`src/rtl/imem_loader.sv`:
```
// imem_loader: byte-stream loader for the 512 x 32-bit instruction memory.
// Accepts bytes over a valid/ready handshake and packs four of them into one
// word, most-significant byte first. It writes each word to consecutive,
// wrapping imem addresses. While a session runs, the core is held in reset.
//
// Ports:
//   clk, reset_n        clock, asynchronous active-low reset
//   start               begin a session (only honoured in IDLE)
//   baseAddr[0:8]       first word address, sampled on an accepted start
//   wordCount[0:9]      words to load (clamped to DEPTH), sampled on start
//   inValid, inData     byte stream source
//   inReady             byte accepted this cycle when inValid is also high
//   memWrEn, memAddr,   imem write port; memAddr and memDataIn hold their
//   memDataIn           values between writes
//   busy, cpuHold       session in progress (RECV/WRITE)
//   done                one-cycle end-of-session pulse
module imem_loader #(
  parameter int unsigned DEPTH = 512
) (
  input  logic        clk,
  input  logic        reset_n,
  input  logic        start,
  input  logic [0:8]  baseAddr,
  input  logic [0:9]  wordCount,
  input  logic        inValid,
  input  logic [0:7]  inData,
  output logic        inReady,
  output logic        memWrEn,
  output logic [0:8]  memAddr,
  output logic [0:31] memDataIn,
  output logic        busy,
  output logic        done,
  output logic        cpuHold
);

  typedef enum logic [1:0] {IDLE, RECV, WRITE, DONE} stateT;

  stateT       state;
  stateT       nextState;
  logic [0:8]  addrReg;
  logic [0:9]  remaining;
  logic [1:0]  byteIdx;
  logic [0:23] wordBuf;
  logic        xfer;

  assign xfer = (state == RECV) && inValid;

  // State register
  always_ff @(posedge clk or negedge reset_n) begin
    if (!reset_n) state <= IDLE;
    else          state <= nextState;
  end

  // Next-state logic
  always_comb begin
    nextState = state;
    unique case (state)
      IDLE:  if (start) nextState = (wordCount == '0) ? DONE : RECV;
      RECV:  if (xfer && byteIdx == 2'd3) nextState = WRITE;
      WRITE: nextState = (remaining == 10'd1) ? DONE : RECV;
      DONE:  nextState = IDLE;
      default: nextState = IDLE;
    endcase
  end

  // Outputs depend on the registered state only
  always_comb begin
    inReady = (state == RECV);
    memWrEn = (state == WRITE);
    busy    = (state == RECV) || (state == WRITE);
    done    = (state == DONE);
    cpuHold = busy;
  end

  // Datapath. The first three bytes are shifted through wordBuf. The fourth
  // byte goes straight into the memDataIn register together with them. This
  // keeps memDataIn and memAddr stable outside the WRITE cycle.
  always_ff @(posedge clk or negedge reset_n) begin
    if (!reset_n) begin
      addrReg   <= '0;
      remaining <= '0;
      byteIdx   <= '0;
      wordBuf   <= '0;
      memAddr   <= '0;
      memDataIn <= '0;
    end else begin
      unique case (state)
        IDLE: begin
          if (start) begin
            addrReg   <= baseAddr;
            remaining <= (wordCount > 10'(DEPTH)) ? 10'(DEPTH) : wordCount;
            byteIdx   <= '0;
          end
        end
        RECV: begin
          if (xfer) begin
            byteIdx <= byteIdx + 2'd1;
            if (byteIdx == 2'd3) begin
              memDataIn <= {wordBuf, inData};
              memAddr   <= addrReg;
            end else begin
              wordBuf <= {wordBuf[8:23], inData};
            end
          end
        end
        WRITE: begin
          addrReg   <= addrReg + 9'd1;
          remaining <= remaining - 10'd1;
          byteIdx   <= '0;
        end
        default: ;
      endcase
    end
  end

endmodule

```
`config.mk`:
```
export PLATFORM = sky130hd
export DESIGN_NAME = imem_loader
export DESIGN_NICKNAME = d
export VERILOG_FILES = /design/src/rtl/imem_loader.sv
export SDC_FILE = /design/constraint.sdc
export NUM_CORES = 1
export LEC_CHECK = 0
export ABC_AREA = 1
export BUFFER_PORTS_ARGS = -buffer_cell sky130_fd_sc_hd__buf_2
export CAP_MARGIN = 25
export CORE_UTILIZATION = 57
export CTS_BUF_LIST = sky130_fd_sc_hd__clkbuf_8
export DETAILED_ROUTE_END_ITERATION = 10
export PLACE_DENSITY = 0.92
export SETUP_SLACK_MARGIN = 0.02
export SYNTH_ARGS = -nofsm -noshare
export SYNTH_HDL_FRONTEND = slang
export SYNTH_SLANG_ARGS = --single-unit
```
`constraint.sdc`:
```
create_clock -name clk -period 2.22 [get_ports clk]
set_clock_uncertainty 0.2 [all_clocks]
set_input_delay 0.111 -clock clk [delete_from_list [all_inputs] [get_ports clk]]
set_output_delay 0.111 -clock clk [all_outputs]
set_load 0.01 [all_outputs]
```
==> out/results.ini, run 1 <==
[run]
drv_cap=0

[clocking]
cts_root_buf=clkbuf_8
cts_tree=yes
cts_sinks=88
cts_made_buffers=9
clkTransAtPathRegs_ps=90
clockBufferDepth=2
clkLatencyLatePin_ps=350
cts-resized-gates=0
cts_max_level=3

[place]
port-buffer-count=76
pre_cts_ws_ps=377.5
place.detailed.hpwl_mm=6.147
gp_congestion=0.8746

[sta]
max_slew_margin_pct=55.22
final.setup.worst_slack_ps=278.2
setup_viol_count_final=0
final.min_clock_period_ps=1942
drv_slew=0
rsz0062_at_grt=false
hold_viol_final=0
max_freq_ghz=0.5150
fin_setup_tns_ps=0
min_period_over_period_pct=87.47
tightest_slew_ps=671.7

[floorplanning]
die_area_mm2=0.007350
fp.dieH_um=85.73
initial_utilization_pct=58.82
die_w_um=85.73
row_count=30
ios=77
coreArea_mm2=0.006794

[synthesis]
async_flop_share_pct=100.0
synth-seq-cells=88
synth_edf_count=0
syn-instance-count=486
synth-xor-area-share_pct=0.2192
ys_types=29
yosys.area.top_type=dfrtp_1
ys_top_cells_by_count=146 x nand2_1, 88 x dfrtp_1, 73 x o21ai_0, 51 x inv_1, 39 x nor2_1
yosys-top-cells-area=dfrtp_1 55%, nand2_1 14%, o21ai_0 9.1%
synth-compound-area-share_pct=12.71
synthMuxAreaShare_pct=0
synth_nets=525
synth_adder_area_share_pct=2.505
synth-main-ff-cell=dfrtp_1
yosysMostFrequentCell=nand2_1
yosys_warnings=0
avgSynthCellArea_um2=8.223
synth.cell_area_mm2=0.003996
synth_top_family_by_area=simple AND/OR/NAND/NOR gates
yosysSeqAreaShare_pct=55.10
yosys.area_share.simple_pct=21.67
synth_top_area_share_pct=55.10

[power_and_ir_drop]
power_leakage_uw=0.002650
pwr_density_cell_mw_per_mm2=1315
ir_drop_uv=979.6

[finish]
antennaDiodeCount=0
layout-drive-gt1-share_pct=18.32
final_util_pct=73.46
nets=629
num-fill-cells=475
area_delta_synth_final_pct=24.89

[critical_path]
worstPathMaxFanout=31
required_ps=1910
worstPathArrival_ps=1630
critical_path_class=reg -> out
start_kind=register
crit_path_end_kind=output port

[detailed_routing]
drt_pass1_iterations=5
drt_iter0_markers=419
drt_wl_total_mm=9.761
routed_via_density=5.310
drc_errors=0
postRouteAntennaNets=0
route.detailed.wl_per_inst_um=14.13
num_vias=3669

[global_route]
grt_pass1_vias=3515
grt_max_degree=54
grt.total_usage_pct=28.32
grt.overflow.total=0
antenna_found_initial=0
grt_first_pass_wirelength_mm=16.18

[min_path]
hold_path.class=in -> reg

[run_status]
status=finished, final reports clean

[flip-flops by register name, summed over array words and instances (netlist names)]
register,cells
memAddr,9
addrReg,9
memDataIn,32
wordBuf,24
state,2
remaining,10
byteIdx,2
[timing repair]
action	CTS	global route
setup buffers	0	0
endpoints found under the hold margin	85	0
hold buffers	28	0
[path summary, 6_finish.rpt]
kind / start / end / slack (ps) / cells after the start
max reg2reg: state[1] / addrReg[5] / 300 / 8
max: state[0] / memWrEn / 280 / 4
min reg2reg: wordBuf[6] / memDataIn[6] / 280 / 2
min: inValid / byteIdx[0] / 70 / 4
min in group asynchronous: reset_n / memDataIn[1] / 130 / 2
max in group asynchronous: reset_n / memAddr[5] / 1080 / 3
[power breakdown]
part | leakage, µW | switching, µW | internal, µW
clock network | 0.000113 | 575 | 669
registers | 0.00114 | 454 | 2260
logic | 0.00139 | 1640 | 960
total | 0.00265 | 2670 | 3890
[per-layer routing]
metal  global-route usage, %  vias up  wire length, µm
li1                        -     1742                -
met4                   12.27        0              287
met1                   36.39     1730             4078
met3                   4.427       34              563
met2                   48.07      163             4831
met5                       0        -                0
[metrics by stage]
stage	hold slack, ps	instances	power [µW]	area, µm²
final	66.18	691	6561	4991
after global routing	61.22	691	7022	4991
after CTS	38.69	691	6506	4991
after detailed placement	-6.885	647	5207	4483
after global placement	-17.38	647	5034	4483
after floorplan	-384.6	486	4411	3996
[layout by cell type (no fill, tap or decap), drive strengths merged]
master / count
a211oi: 1
a21oi: 16
a22oi: 1
a31oi: 1
and2: 1
buf: 86
bufinv: 2
clkbuf: 10
clkinv: 3
clkinvlp: 1
dfrtp: 88
dlygate4sd3: 28
ha: 8
inv: 54
nand2: 147
nand3: 21
nand3b: 2
nand4: 2
nor2: 39
nor3: 3
o21a: 1
o21ai: 76
o21bai: 2
or2: 1
xor2: 1
[cell families (layout without fill, tap and decap cells)]
group                    Yosys count  count (layout)
adder cells (fa/ha/maj)            8               8
AO/OA/AOI/OAI                     98              98
AND/OR/NAND/NOR                  216             216
buffers and inverters             75             184
XOR/XNOR                           1               1
flip-flops                        88              88
[worst max-delay path, cell delays in order, from the launching register on]
cell and delay [ps]:
dfrtp_1 420, inv_1 110, ha_1 210, buf_4 320, buf_2 210
[area by class of cell]
class | instances | area (µm²) | share of cell area (%)
flip-flops and latches | 88 | 2202 | 44.12
multi-input cells | 323 | 1488 | 29.81
repair buffers | 114 | 750.7 | 15.04
inverters | 54 | 202.7 | 4.061
clock buffers | 10 | 137.6 | 2.758
well taps | 96 | 120.1 | 2.407
clock inverters | 6 | 90.09 | 1.805
(Power assumes the default switching activity.)
==> run 2: changes to the inputs <==
CORE_UTILIZATION = 49   (was 57)
PLACE_DENSITY = 0.82   (was 0.92)
==> out/results.ini, run 2 (synthesis gave the netlist of run 1 again) <==
[critical_path]
crit_path_end_kind=register
start_kind=register
worstPathArrival_ps=1970  ; +340 ps
reg2reg_depth=7  ; -1
required_ps=2260  ; +350 ps
critical_path_class=reg -> reg
worstPathMaxFanout=33  ; +6.5%

[clocking]
cts_sinks=88  ; unchanged
cts_tree=yes
cts-resized-gates=0  ; unchanged
cts_max_level=3  ; unchanged
clkTransAtPathRegs_ps=80  ; about the same
cts_made_buffers=9  ; unchanged
holdBufCountCts=28  ; unchanged
cts_setup_buffers=0  ; unchanged
clockBufferDepth=2  ; unchanged
clkLatencyLatePin_ps=360  ; about the same
cts_root_buf=clkbuf_8

[sta]
fin_setup_tns_ps=0  ; unchanged
hold_viol_final=0  ; unchanged
min_period_over_period_pct=86.93  ; -0.54 points
tightest_slew_ps=554.8  ; -116.9 ps
drv_slew=0  ; unchanged
max_slew_margin_pct=63.01  ; +7.8 points
setup_viol_count_final=0  ; unchanged
rsz0062_at_grt=false
max_freq_ghz=0.5182  ; +0.62%
final.min_clock_period_ps=1930  ; -12.02 ps

[global_route]
antenna_found_initial=0  ; unchanged
grt.total_usage_pct=22.93  ; -5.4 points
grt_max_degree=49  ; -9.3%
grt.overflow.total=0  ; unchanged
grt_first_pass_wirelength_mm=15.39  ; -4.9%
grt_pass1_vias=3455  ; -1.7%

[detailed_routing]
num_vias=3530  ; -3.8%
highest_layer=met4
routed_via_density=5.086  ; -4.2%
drc_errors=0  ; unchanged
postRouteAntennaNets=0  ; unchanged
drt_pass1_iterations=4  ; -1
route.detailed.wl_per_inst_um=12.99  ; -8.0%
wl_met1_mm=4.002  ; -1.9%
drt_iter0_markers=197  ; -53%
wl_met2_mm=4.417  ; -8.6%
drt_wl_total_mm=9.018  ; -7.6%
wl_met3_um=377  ; -33%

[power_and_ir_drop]
pwr_density_cell_mw_per_mm2=1277  ; -2.8%
p_total_uw=6342  ; -3.3%
power_leakage_uw=0.002635  ; -0.57%
ir_drop_uv=934.1  ; -4.6%

[run_status]
status=finished, final reports clean

[place]
port-buffer-count=76  ; unchanged
gp_congestion=0.9038  ; +3.3%
placed_cells=650  ; +0.46%
place.detailed.hpwl_mm=6.102  ; -0.74%
dpl_cell_area_mm2=0.004481  ; about the same

[finish]
finalNonFillerCells=694  ; +0.43%
multi_input_area_mm2=0.001488  ; unchanged
reg_top3=memDataIn (32), wordBuf (24), remaining (10)
regArea_mm2=0.002202  ; unchanged
fin_area_mm2=0.004965  ; -0.53%
top_register=memDataIn
antennaDiodeCount=0  ; unchanged
largest_register_ffs=32  ; unchanged
nets=626  ; -0.48%
num-fill-cells=640  ; +35%
area_delta_synth_final_pct=24.23
final_cell_mix=146 x nand2_1, 88 x dfrtp_1, 75 x buf_2
layout-drive-gt1-share_pct=17.91  ; -0.41 points
final_common_cell=nand2_1

[floorplanning]
initial_utilization_pct=51.19  ; -7.6 points
row_count=32  ; +6.7%
coreArea_mm2=0.007807  ; +15%
fp.dieH_um=92.31  ; +7.7%
ios=77  ; unchanged
die_w_um=92.31  ; +7.7%
die_area_mm2=0.008521  ; +16%

[run]
drv_cap=0  ; unchanged

[min_path]
holdPathStages=3  ; -1
hold_path.class=in -> reg

## run 2: changes by cell type in the layout (fill, tap and decap cells not counted)
cell | previous run | this run
buf_12 | 1 | 2
buf_4 | 10 | 6
bufinv_16 | 2 | 1
clkinv_2 | 1 | 2
clkinv_4 | 1 | 2
clkinvlp_4 | 1 | 0
## run 2: routing by layer
| metal | vias to the layer above | GRT usage, % |
|---|---|---|
| li1 | 1744 | - |
| met1 | 1662 | 28.93 |
| met2 | 105 | 39.38 |
| met3 | 19 | 4.680 |
| met4 | 0 | 7.682 |
| met5 | - | 0 |
## run 2: path summary, 6_finish.rpt
kind                            start       endpoint  slack [ps]
setup / recovery             state[1]   memDataIn[5]         290
hold / removal                inValid  memDataIn[28]          20
setup reg to reg             state[1]   memDataIn[5]         290
hold reg to reg            wordBuf[6]   memDataIn[6]         270
max in group asynchronous     reset_n  memDataIn[14]        1160
min in group asynchronous     reset_n    wordBuf[16]          70
## run 2: critical path, cell delays in order, from the launching register on
cell	delay, ps
dfrtp_1	390
inv_1	90
ha_1	270
nand3_2	220
buf_12	210
clkinv_1	230
nand2_1	130
nand2_1	60
## run 2: final cells by class
| cell class | instances | area share [%] |
|---|---|---|
| inverters | 54 | 4.083 |
| flip-flops and latches | 88 | 44.35 |
| repair buffers | 111 | 14.92 |
| well taps | 102 | 2.571 |
| clock buffers | 10 | 2.772 |
| clock inverters | 6 | 1.336 |
| multi-input cells | 323 | 29.96 |
## run 2: where the power goes
group | switching, µW | internal, µW | total [µW]
clock network | 559 | 555 | 1110
logic | 1580 | 950 | 2530
registers | 430 | 2260 | 2690
total | 2570 | 3770 | 6340
## run 2: per-stage QoR
step / hold slack [ps] / setup slack [ps] / utilization (%)
5_1_grt: 54.46 / 189.7 / 63.59
4_1_cts: 25.48 / 295.2 / 63.59
6_report: 24.02 / 290.2 / 63.59
3_5_place_dp: -63.87 / 304.5 / 57.39
2_1_floorplan: -384.6 / 548.2 / -
3_3_place_gp: -68.77 / 438.2 / 57.39
